## config.mk

```make
export PLATFORM = sky130hd
export DESIGN_NAME = regfile
export DESIGN_NICKNAME = d
export VERILOG_FILES = /design/src/rtl/regfile_pkg.sv /design/src/rtl/regfile_register.sv /design/src/rtl/regfile.sv
export SDC_FILE = /design/constraint.sdc
export NUM_CORES = 2
export LEC_CHECK = 0
export CAP_MARGIN = 20
export CORE_MARGIN = 1.5
export CORE_UTILIZATION = 30
export CTS_CLUSTER_DIAMETER = 120
export DETAILED_ROUTE_END_ITERATION = 10
export GPL_ROUTABILITY_DRIVEN = 1
export PLACE_DENSITY = 0.52
export SLEW_MARGIN = 20
export SYNTH_ARGS = -nofsm -noshare
export SYNTH_HDL_FRONTEND = slang
export SYNTH_SLANG_ARGS = --single-unit
```

## constraint.sdc

```tcl
create_clock -name clock -period 4.5 [get_ports clock]
set_input_delay 0.9 -clock clock [delete_from_list [all_inputs] [get_ports clock]]
set_output_delay 0.9 -clock clock [all_outputs]
set_load 0.02 [all_outputs]
```

## src/rtl/regfile_pkg.sv

```systemverilog
// regfile_pkg: shared datapath constants (default width, index width, hardwired zero index)
package regfile_pkg;
  localparam int DATA_W_DEF = 32;
  localparam int ADDR_W_DEF = 5;
  localparam int ZERO_REG = 0;
endpackage

```

## src/rtl/regfile_register.sv

```systemverilog
// register: WIDTH-bit storage word; ports clock, reset (sync, active-high), load, d in, q out
module register #(
  parameter int WIDTH = regfile_pkg::DATA_W_DEF
) (
  input  logic             clock,
  input  logic             reset,
  input  logic             load,
  input  logic [WIDTH-1:0] d,
  output logic [WIDTH-1:0] q
);
  logic [WIDTH-1:0] q_d, q_q;
  always_comb q_d = load ? d : q_q;
  always_ff @(posedge clock) q_q <= reset ? '0 : q_d;
  assign q = q_q;
endmodule

```

## src/rtl/regfile.sv

```systemverilog
// regfile: 2-read/1-write register file, r0 hardwired zero; ports clock, reset, rsNum/rtNum read indices, rdNum/rdData/rdWriteEnable write port, rsData/rtData read data
module regfile import regfile_pkg::*; #(
  parameter int WIDTH  = DATA_W_DEF,
  parameter int ADDR_W = ADDR_W_DEF
) (
  input  logic              clock,
  input  logic              reset,
  input  logic [ADDR_W-1:0] rsNum,
  input  logic [ADDR_W-1:0] rtNum,
  input  logic [ADDR_W-1:0] rdNum,
  input  logic [WIDTH-1:0]  rdData,
  input  logic              rdWriteEnable,
  output logic [WIDTH-1:0]  rsData,
  output logic [WIDTH-1:0]  rtData
);
  localparam int N = 1 << ADDR_W;
  logic [WIDTH-1:0] words [N];
  genvar g;
  generate
    for (g = 0; g < N; g++) begin : g_word
      if (g == ZERO_REG) begin : g_zero
        assign words[g] = '0;
      end else begin : g_reg
        register #(.WIDTH(WIDTH)) u_reg (
          .clock(clock),
          .reset(reset),
          .load (rdWriteEnable && rdNum == ADDR_W'(g)),
          .d    (rdData),
          .q    (words[g])
        );
      end
    end
  endgenerate
  assign rsData = words[rsNum];
  assign rtData = words[rtNum];
endmodule

```

-- Word-level counts from Yosys, hierarchy flattened
Cells that the tools add are included.
- register bits: 992
- bits of input ports: 50
- output and inout port bits: 64
- logic and storage cells: 103
- order comparisons: 2
- equal/unequal tests: 31
- multiplexer cells: 6
- bitwise gates (word level): 2
- reduce and logical (&&, ||, !) cells: 31
- operators by type and width (cell ; count):
    32-bit binary-select mux with 5-bit select ; 2
    32-bit two-way mux ; 4
    5-bit equality test (second input constant) ; 16
    5-bit by 4-bit equality test with 1-bit output (second input constant) ; 8
    1-bit logical AND ; 31
    5-bit by 3-bit equality test with 1-bit output (second input constant) ; 4
    6-bit >= comparator (second input constant) ; 2
    5-bit NOT with 6-bit output ; 2
    5-bit by 2-bit equality test with 1-bit output (second input constant) ; 2
    5-bit by 1-bit equality test with 1-bit output (second input constant) ; 1

-- Longest topological paths before layout
- depth after elaboration: 4
- depth in mapped cells: 8
- gate-level depth less buffers: 4

-- Modules after synthesis
From an unflattened synthesis, not the netlist that was laid out.
- cells, all modules: 4655
- area total of the unflattened synthesis: 52424.0 µm²
- modules (own cells, without submodules) (module ; times used ; cells each ; area an instance (µm²) ; sequential area each (µm²)):
    register ; 31 ; 103 ; 1163.6 ; 640.6
    regfile ; 1 ; 1462 ; 16351.9 ; 0.0

-- Worst setup path after synthesis
OpenSTA, ideal clock, no wires.
- kind: input-to-output
- start point: input rtNum[1]
- end point: output rtData[0]
- arrival: 2802 ps
- data required time: 3600 ps
- setup slack: 798 ps
- cell stages on the path: 7
- cell sequence: clkbuf_1 -> buf_2 -> clkbuf_1 -> buf_2 -> mux4_2 -> mux4_2 -> mux2_2
- cells in the longest elaborated chain, start to end: 4
- RTL lines (what ; RTL line ; source):
    start, declared ; regfile.sv:9 ; input logic [ADDR_W-1:0] rtNum,
    5-bit NOT with 6-bit output (implied by the code) ; regfile.sv:35 ; assign rtData = words[rtNum];
    32-bit binary-select mux with 5-bit select ; regfile.sv:35 ;
    32-bit two-way mux (implied by the code) (2 in a row) ; regfile.sv:35 ;
    end, declared ; regfile.sv:14 ; output logic [WIDTH-1:0] rtData
No other way between the ends. The select of a mux whose other input is x is not followed.

-- Worst setup path after layout
- start point: input rsNum[1]
- end point: output rsData[19]
- cells in the longest elaborated chain, start to end: 4
- RTL lines (what ; RTL line ; source):
    start, declared ; regfile.sv:8 ; input logic [ADDR_W-1:0] rsNum,
    5-bit NOT with 6-bit output (implied by the code) ; regfile.sv:34 ; assign rsData = words[rsNum];
    32-bit binary-select mux with 5-bit select ; regfile.sv:34 ;
    32-bit two-way mux (implied by the code) (2 in a row) ; regfile.sv:34 ;
    end, declared ; regfile.sv:13 ; output logic [WIDTH-1:0] rsData,
No other way between the ends. The select of a mux whose other input is x is not followed.

==> impl_metrics.tcl <==
set metrics [dict create \
    synth_area_leaders "dfxtp_1 (40%), mux4_2 (22%), nand2_1 (15%), a21oi_1 (9.9%), clkbuf_1 (3.1%)" \
    cp_slowest_stage_delay_ns 0.60 \
    rsz0062_at_grt "no" \
    p_int_uw 14950 \
    finalNetCount 5569 \
    grt_pass1_wl_um 314000 \
    numClockSinks 992 \
    cts_buffer_depth 3 \
    ys_async_sr_fraction_pct 0 \
    clock_skew_ns 0 \
    critPathArrivalTime_ns 3.49 \
    largest_register_ffs 992 \
    tns_ns 0 \
    port-buffer-count 113 \
    synth_mux_area_share_pct 25.61 \
    insertion_delay_ns 0.74 \
    grt_max_degree 118 \
    synth_compound_area_share_pct 13.80 \
    hold_viol 0 \
    worst_slack_ns 0.1073 \
    vias_per_cell 5.746 \
    vdd_drop_max_v 0.0002830 \
    synth.top_cell.area_share_pct 39.57 \
    crit_slowest_cell "clkdlybuf4s50_1" \
    htree_levels 3 \
    wl_per_cell_um 28.30 \
    crit_path_start "rsNum[1]" \
    final_area_um2 58540 \
    syn_inst 5618 \
    synth_edf_count 0 \
    cts_setup_buffers 0 \
    relSlewSlack_pct 34.69 \
    p_seq_share_pct 44.2 \
    yosys_register_bits 992 \
    setup_viol 0 \
    preCtsSetupSlack_ns 0.008758 \
    die_x_um 412.0 \
    place_area_um2 54820 \
    cap_violations 0 \
    antenna_found_initial 15 \
    area_growth_syn_to_layout_pct 16.63 \
    core-area_um2 165500 \
    clk_pin_slew_worst_paths_ns 0.06 \
    synth_xor_area_share_pct 0 \
    critPathKind "in2out" \
    fin_crit_sh_pct 97.62 \
    synth_top_area_cell "dfxtp_1" \
    start_util_pct 30.32 \
    critPathLaunchType "input port" \
    cts_tree "built" \
    synth-adder-area-share_pct 0 \
    rows 149 \
    cts_hold_buf 0 \
    ant_nets 0 \
    gr-total-overflow 0 \
    slew_violations 0 \
    io_pins 114 \
    synth-simple-area-share_pct 16.19 \
    drt-initial-drc-count 5685 \
    min_period_ns 4.393 \
    die_y_um 412.0 \
    p_comb_share_pct 8.3 \
    crit_path_end_kind "output pin" \
    crit_chain "buf_4 -> and2_2 -> buf_12 -> a22o_1 -> o21ai_0 -> o31ai_1 -> buf_4 -> clkdlybuf4s50_1" \
    synth_flop_cell "dfxtp_1" \
    grtUsageTotal_pct 25.41 \
    drt_pass1_iterations 6 \
    worstMarginPinSlew_ns 0.9714 \
    numCtsBuffers 107 \
    fin_hold_ws_ns 0.4624 \
    ys_seq_area_share_pct 39.57 \
    status "finished, final reports clean" \
    worstReg2RegStart "g_word[22].g_reg.u_reg.q[25]" \
    gp_congestion 0.9132 \
    drt_wl_total_um 220800 \
    synth_top_family_by_area "multiplexers" \
    final_util_pct 35.36 \
    grt_pass1_vias 42604 \
    drcViolationCount 0 \
    cts_root_buf "clkbuf_16" \
    fmax_mhz 227.7 \
    switching_share_pct 25.68 \
    drive_above_1_share_pct 20.85 \
    netlist_area_um2 50190 \
    worstPathMaxFanout 18 \
    dr_total_vias 44836 \
    pwr-share-clk_pct 47.4 \
    cts_resized 0 \
    required_ns 3.60 \
    synth_cell_types 29 \
    switchingPower_uw 5166 \
    syn_nets 5668 \
    avgSynthCellArea_um2 8.934 \
    fill_cells 16665 \
    dpl.hpwl_um 138600 \
    die-area_um2 169800 \
    holdCritPathClass "reg2reg" \
    worstHoldStart "g_word[30].g_reg.u_reg.q[28]" \
    powerDensity_nw_per_um2 343.6 \
    p_leak_uw 0.01897 \
    path_common_cell "buf_4" \
    yosys_warnings 0 \
]
[cell usage in the layout, fill, tap and decap left out, types with 5 or more instances in the layout]
cell type | synthesis | layout
a211oi_1 | 32 | 31
a21oi_1 | 992 | 992
a22o_1 | 128 | 128
and2_1 | 44 | 33
and2_2 | 0 | 16
buf_12 | 0 | 76
buf_2 | 66 | 15
buf_4 | 18 | 239
bufinv_16 | 0 | 12
clkbuf_1 | 420 | 15
clkbuf_16 | 0 | 109
clkbuf_8 | 0 | 26
clkdlybuf4s50_1 | 0 | 57
clkinv_2 | 0 | 24
clkinvlp_4 | 0 | 5
dfxtp_1 | 992 | 992
diode_2 | 0 | 7
inv_6 | 0 | 5
mux2_2 | 96 | 96
mux2i_1 | 96 | 96
mux4_2 | 480 | 480
nand2_1 | 2017 | 1985
nand2_2 | 0 | 32
nor2_4 | 0 | 13
o21ai_0 | 32 | 32
o22ai_1 | 32 | 32
o31ai_1 | 32 | 31
[final timing paths]
| check | endpoint | slack (ns) | cells after the start |
|---|---|---|---|
| max | rsData[19] | 0.11 | 8 |
| min | g_word[30].g_reg.u_reg.q[28] | 0.46 | 2 |
| max reg2reg | g_word[22].g_reg.u_reg.q[25] | 3.79 | 2 |
| min reg2reg | g_word[30].g_reg.u_reg.q[28] | 0.46 | 2 |
[area by class of cell]
class / count / area [um^2] / area share (%)
clock inverters: 47 / 581.8 / 0.9939
inverters: 1 / 3.754 / 0.006412
well taps: 2189 / 2739 / 4.679
repair buffers: 392 / 4033 / 6.889
multi-input cells: 4025 / 28160 / 48.11
clock buffers: 150 / 3142 / 5.367
flip-flops and latches: 992 / 19860 / 33.92
diodes: 7 / 17.52 / 0.02992
[metal layers]
layer | wire length [um] | global-route usage, % | part of all wire, % | vias up
li1 | - | - | - | 19439
met4 | 11860 | 12.54 | 5.4 | 14
met5 | 84 | 0 | 0.038 | -
met3 | 21870 | 4.814 | 9.9 | 593
met2 | 99370 | 39.81 | 45 | 2496
met1 | 87620 | 33.50 | 40 | 22294
[cells in the mapped netlist, types with 18 or more instances]
library cell and number:
a211oi_1 32, a21oi_1 992, a22o_1 128, and2_1 44
buf_1 93, buf_2 66, buf_4 18, clkbuf_1 420
dfxtp_1 992, mux2_2 96, mux2i_1 96, mux4_2 480
nand2_1 2017, o21ai_0 32, o22ai_1 32, o31ai_1 32
[per-stage QoR]
step	std cells	power [uW]
global placement	7599	10730
finish	7803	20120
detailed placement	7599	10740
CTS	7796	20180
floorplan	5618	10030
global route	7796	20580
[power by group through the flow]
stage	logic [uW]	registers [uW]	clock network [uW]
final	1670	8900	9540
after detailed placement	1650	9090	0
after CTS	1650	8900	9630
after global routing	1730	8900	9950
after global placement	1640	9090	0
after floorplan	956	9070	0
[cells by family (layout without fill, tap and decap cells)]
logic type / Yosys count / in the layout
AOI/OAI and AO/OA: 1248 / 1248
muxes: 672 / 672
other: 0 / 7
buffers and inverters: 601 / 590
and+or+nand+nor: 2105 / 2105
DFF: 992 / 992
[critical path: cells and delay by family]
kind,cells,cell delay (ns)
AOI/OAI and AO/OA,3,0.48
and+or+nand+nor,1,0.59
buffers and inverters,4,1.49
(Power assumes the default switching activity.)
